## src/rtl/elbeth_mem_arbiter_pkg.sv

```systemverilog
// Shared types and constants for the elbeth memory arbiter.
// FSM encoding, priority reset value and default timeout.
package elbeth_mem_arbiter_pkg;

  typedef enum logic [1:0] {
    ST_IDLE  = 2'd0,
    ST_ISSUE = 2'd1,
    ST_WAIT  = 2'd2,
    ST_DONE  = 2'd3
  } arb_state_t;

  localparam logic PRIO_RST    = 1'b0;
  localparam int   TIMEOUT_DEF = 15;
  localparam int   CNT_W       = 8;

endpackage

```

## src/rtl/elbeth_mem_arbiter_rr_prio.sv

```systemverilog
// Two-request round-robin pick with its priority register.
// prio only matters on a tie; it flips away from each granted master.
module elbeth_mem_arbiter_rr_prio
  import elbeth_mem_arbiter_pkg::*;
(
  input  logic       clk,
  input  logic       rst,
  input  logic [1:0] req,
  input  logic       take,
  output logic       gnt
);

  logic prio;

  always_comb begin
    gnt = 1'b0;
    unique case (1'b1)
      (req == 2'b11): gnt = prio;
      (req == 2'b10): gnt = 1'b1;
      default:        gnt = 1'b0;
    endcase
  end

  always_ff @(posedge clk) begin
    if (rst) begin
      prio <= PRIO_RST;
    end else if (take) begin
      prio <= ~gnt;
    end
  end

endmodule

```

## src/rtl/elbeth_mem_arbiter.sv

```systemverilog
// Shares one memory port between the core data path and a debug/DMA
// master: one access per grant, single enable pulse, bounded wait.
module elbeth_mem_arbiter
  import elbeth_mem_arbiter_pkg::*;
#(
  parameter int AW      = 8,
  parameter int TIMEOUT = TIMEOUT_DEF
) (
  input  logic          clk,
  input  logic          rst,
  input  logic          m0_enable,
  input  logic [AW-1:0] m0_addr,
  input  logic [31:0]   m0_data_in,
  input  logic [3:0]    m0_wr,
  output logic [31:0]   m0_data_out,
  output logic          m0_ready,
  output logic          m0_error,
  input  logic          m1_enable,
  input  logic [AW-1:0] m1_addr,
  input  logic [31:0]   m1_data_in,
  input  logic [3:0]    m1_wr,
  output logic [31:0]   m1_data_out,
  output logic          m1_ready,
  output logic          m1_error,
  output logic          mem_enable,
  output logic [AW-1:0] mem_addr,
  output logic [31:0]   mem_data_in,
  output logic [3:0]    mem_wr,
  input  logic [31:0]   mem_data_out,
  input  logic          mem_ready
);

  localparam logic [CNT_W-1:0] CNT_LAST = CNT_W'(TIMEOUT - 1);

  arb_state_t       state, state_n;
  logic             gnt, gnt_q;
  logic [AW-1:0]    addr_q;
  logic [31:0]      data_q;
  logic [3:0]       wr_q;
  logic [CNT_W-1:0] cnt;
  logic             take, hit, expire;

  assign take   = (state == ST_IDLE) && (m0_enable || m1_enable);
  assign hit    = (state == ST_WAIT) && mem_ready;
  assign expire = (state == ST_WAIT) && !mem_ready && (cnt == CNT_LAST);

  elbeth_mem_arbiter_rr_prio u_rr (
    .clk  (clk),
    .rst  (rst),
    .req  ({m1_enable, m0_enable}),
    .take (take),
    .gnt  (gnt)
  );

  always_ff @(posedge clk) begin
    if (rst) begin
      state <= ST_IDLE;
    end else begin
      state <= state_n;
    end
  end

  always_comb begin
    state_n = state;
    unique case (state)
      ST_IDLE:  if (take) state_n = ST_ISSUE;
      ST_ISSUE: state_n = ST_WAIT;
      ST_WAIT:  if (hit || expire) state_n = ST_DONE;
      ST_DONE:  state_n = ST_IDLE;
      default:  state_n = ST_IDLE;
    endcase
  end

  always_ff @(posedge clk) begin
    if (rst) begin
      gnt_q       <= 1'b0;
      addr_q      <= '0;
      data_q      <= '0;
      wr_q        <= '0;
      cnt         <= '0;
      m0_data_out <= '0;
      m0_error    <= 1'b0;
      m1_data_out <= '0;
      m1_error    <= 1'b0;
    end else begin
      if (take) begin
        gnt_q  <= gnt;
        addr_q <= gnt ? m1_addr : m0_addr;
        data_q <= gnt ? m1_data_in : m0_data_in;
        wr_q   <= gnt ? m1_wr : m0_wr;
        cnt    <= '0;
      end
      if ((state == ST_WAIT) && !hit && !expire) begin
        cnt <= cnt + 1'b1;
      end
      // a timed-out access reports zero data alongside the error
      if (hit || expire) begin
        if (gnt_q) begin
          m1_data_out <= hit ? mem_data_out : 32'h0;
          m1_error    <= expire;
        end else begin
          m0_data_out <= hit ? mem_data_out : 32'h0;
          m0_error    <= expire;
        end
      end
    end
  end

  assign mem_enable  = (state == ST_ISSUE);
  assign mem_wr      = mem_enable ? wr_q : 4'h0;
  assign mem_addr    = addr_q;
  assign mem_data_in = data_q;
  assign m0_ready    = (state == ST_DONE) && !gnt_q;
  assign m1_ready    = (state == ST_DONE) && gnt_q;

endmodule
```

## config.mk

```make
export PLATFORM = sky130hd
export DESIGN_NAME = elbeth_mem_arbiter
export DESIGN_NICKNAME = d
export VERILOG_FILES = /design/src/rtl/elbeth_mem_arbiter_pkg.sv /design/src/rtl/elbeth_mem_arbiter_rr_prio.sv /design/src/rtl/elbeth_mem_arbiter.sv
export SDC_FILE = /design/constraint.sdc
export NUM_CORES = 1
export LEC_CHECK = 0
export ABC_AREA = 1
export CORE_MARGIN = 2
export CORE_UTILIZATION = 55
export DETAILED_ROUTE_END_ITERATION = 10
export DONT_BUFFER_PORTS = 1
export PLACE_DENSITY_LB_ADDON = 0.12
export RECOVER_POWER = 100
export SETUP_SLACK_MARGIN = 0.02
export SLEW_MARGIN = 10
export SYNTH_ARGS = -nofsm -noshare
export SYNTH_HDL_FRONTEND = slang
export SYNTH_SLANG_ARGS = --single-unit
```

## constraint.sdc

```tcl
create_clock -name clk -period 2.51 [get_ports clk]
set_input_delay 0.3765 -clock clk [delete_from_list [all_inputs] [get_ports clk]]
set_output_delay 0.3765 -clock clk [all_outputs]
set_load 0.05 [all_outputs]
```

==> impl_results.md <==
- Critical path required time: just under 3000 ps
- Setup tns final: 0 ps
- Max-slew violations: 0
- Most frequent CP cell: inv_1
- Row count: 35
- DRT iter0 DRCs: between 200 and 250
- Synth top area share: between 40 and 50%
- RR Endpoint: mem_data_in[13]
- Die Height: about 100 um
- Number of port buffers: 0
- Final-layout fill cell count: a little under 800
- Initial antenna violation count: 0
- Final nets: between 800 and 900
- PwrDens: roughly 1200 nW/um2
- Fin. Hold Viols: 0
- Crit. End Element: register
- Design area: just under 6000 um2
- Clock Sinks: 122
- Worst Path Max Fanout: 36
- Maximum VDD drop: 0.529 mV
- Die span in x: between 100 and 150 um
- Via Count: about 4,600
- Tmin final: around 2300 ps
- Hold Path End: mem_data_in[12]
- Syn_nets: approximately 870
- Slowest cell on the critical path: dlygate4sd3_1
- IO Count: about 240
- Avg WL per Cell: about 16 um
- Count leader, synth: nand2_1
- Critical path cell sequence: inv_1, ha_1, inv_1, nor2_2, buf_12, nand2_1, a31oi_1, dlygate4sd3_1
- FF-to-FF path depth: 8
- Area of placed instances: between 5000 and 6000 um2
- Fin crit share: 90.1%
- TritonRoute pass-1 iters: 4
- Worst skew pair latency: around 500 ps
- First-pass GRT wire length: between 20 and 25 mm
- Largest net degree at the start of global routing: 110
- Worst Hold Depth: 2
- Hold Crit Class: input pin to register
- Area leader, netlist: dfxtp_1
- Min-delay src: m0_data_in[12]
- CP delay by family, top: buffers and inverters
- Outcome: completed
- Register area share after synthesis: between 40% and 50%
- Syn_area_per_cell: 6.98 um2
- # Post-CTS Setup Buffers: 0
- Worst-margin pin slew: about 640 ps
- Core Area: 9150 um2
- CTS tree: built
- DIE AREA: 10,100 um2
- Endpoints failing setup: 0
- Max cap viols: 0
- Async set-reset flop share out of synthesis: 0%
- Initial core utilization: a little under three fifths
- Dpl hpwl: slightly below 9 mm
- Critical R2R Launch: state[0]
- Layout cells sized above 1: 6.39%
- Vias in the first global route: between 4,000 and 5,000
- Synth top area cells: dfxtp_1, nand2_1, a21oi_1
- Yosys warnings: 0
- N_diodes: 0
- Global-route usage over all layers: 26.1%
- Reg clk slew, reported paths: ~60 ps
- DRC violations left: 0
- Vias per cell: approximately 5.4
- Worst path bufs/invs: 4
- Setup CP Type: register to register
- Worst Clk Skew: 11.1 ps
- LEAKAGE: 0.00237 uW
- Cell Area, Synth: ~5100 um2
- Area Growth Syn to Fin: 12.7%
- CP max stage delay: 560 ps
- Synth unique cells: 21
- Post-synth EDFFs: 0
- Critical Path AT: 2710 ps
- CTS root buffer: clkbuf_8
- Worst rel slew slack: about 57%
- Post-Synthesis Cells: between 700 and 800
- Gpl congestion: approximately 0.85
- Startpoint Class: register
- Max clock buf depth: 2
- Final WL: approximately 13 mm
- Fmax: around 440 MHz
- GRT overflow: 0
- Synth cell count leaders: nand2_1, dfxtp_1, a21oi_1
- RSZ-0062 raised after global routing: false
- Prevailing post-synth register cell: dfxtp_1
- R2R Setup Slk: roughly 250 ps
- CTS buffer count: 17
- Remaining antenna violation count: 0
- #FFs+latches synth: 122
- H-tree Lvls: 4
[power breakdown]
part	total, uW	internal (uW)	switching, uW
registers	3170	2210	968
clock network	2540	1650	892
logic	1270	371	894
[per-layer routing]
metal | vias up | track usage (%) | share of wire [%]
met5 | - | 0 | 0
met4 | 0 | 9.59 | 1.2
met3 | 12 | 8.67 | 7.9
met2 | 214 | 43.4 | 50
met1 | 2081 | 31.4 | 41
li1 | 2296 | - | -
[layout make-up]
class | count | area [um2] | area share [%]
flip-flops and latches | 122 | 2440 | 42.3
well taps | 111 | 139 | 2.40
clock inverters | 13 | 191 | 3.31
clock buffers | 19 | 432 | 7.47
multi-input cells | 504 | 2200 | 38.1
repair buffers | 10 | 121 | 2.10
inverters | 67 | 254 | 4.39
[sequential cells by signal (all words and copies together) (netlist names)]
name	flops
m1_error	1
m1_data_out	32
state	2
gnt_q	1
cnt	8
u_rr.prio	1
mem_addr	8
m0_data_out	32
m0_error	1
wr_q	4
mem_data_in	32
[what timing repair did]
item / 4_1_cts / 5_1_grt
hold buffers: 3 / 0
endpoints found under the hold margin: 109 / 0
setup endpoints to repair: 0 / 1
resized for setup: 0 / 2
[per-stage QoR]
step	total power (uW)	hold slack, ps	util [%]	instances	worst slack (ps)
floorplan	4150	441	-	735	783
global placement	4390	452	56.0	811	732
detailed placement	4440	453	56.0	811	531
CTS	7030	1.59	63.4	846	86.8
global route	7300	10.8	63.2	846	106
finish	6980	30.2	63.2	846	248
[layout by cell type (no fill, tap or decap), types with 2 or more instances in the layout]
cell | synthesis | layout
clkbuf_8 | 0 | 2
buf_4 | 1 | 4
clkinv_4 | 0 | 3
clkbuf_16 | 0 | 16
dlygate4sd3_1 | 0 | 2
inv_6 | 0 | 2
inv_1 | 63 | 63
o21ai_0 | 4 | 4
buf_12 | 0 | 2
nor2_1 | 45 | 46
nand2_2 | 3 | 3
a31oi_1 | 36 | 36
dfxtp_1 | 122 | 122
nand3_1 | 22 | 22
a21oi_1 | 76 | 76
bufinv_16 | 0 | 4
ha_1 | 7 | 7
clkinvlp_4 | 0 | 3
inv_2 | 4 | 3
nand2_1 | 302 | 304
clkbuf_1 | 26 | 2
xor2_1 | 2 | 2
[logic make-up (layout without fill, tap and decap cells)]
logic type,count (synthesis),after routing,synth area share (%)
XOR/XNOR,2,2,0.342
buffers and inverters,109,109,9.15
AND/OR/NAND/NOR,376,376,28.6
flip-flops,122,122,47.6
AO/OA/AOI/OAI,119,119,12.6
adder cells (fa/ha/maj),7,7,1.71
[worst max-delay path by stage]
| stage | from | to | depth (start not counted) |
|---|---|---|---|
| 2_1_floorplan | state[1] | mem_wr[0] | 4 |
| 3_3_place_gp | state[0] | mem_data_in[7] | 10 |
| 3_5_place_dp | state[0] | mem_data_in[25] | 10 |
| 4_1_cts | state[0] | mem_data_in[13] | 9 |
| 5_1_grt | state[0] | mem_data_in[13] | 8 |
| 6_report | state[0] | mem_data_in[13] | 8 |
No activity file was read; power rests on OpenSTA's default activity.
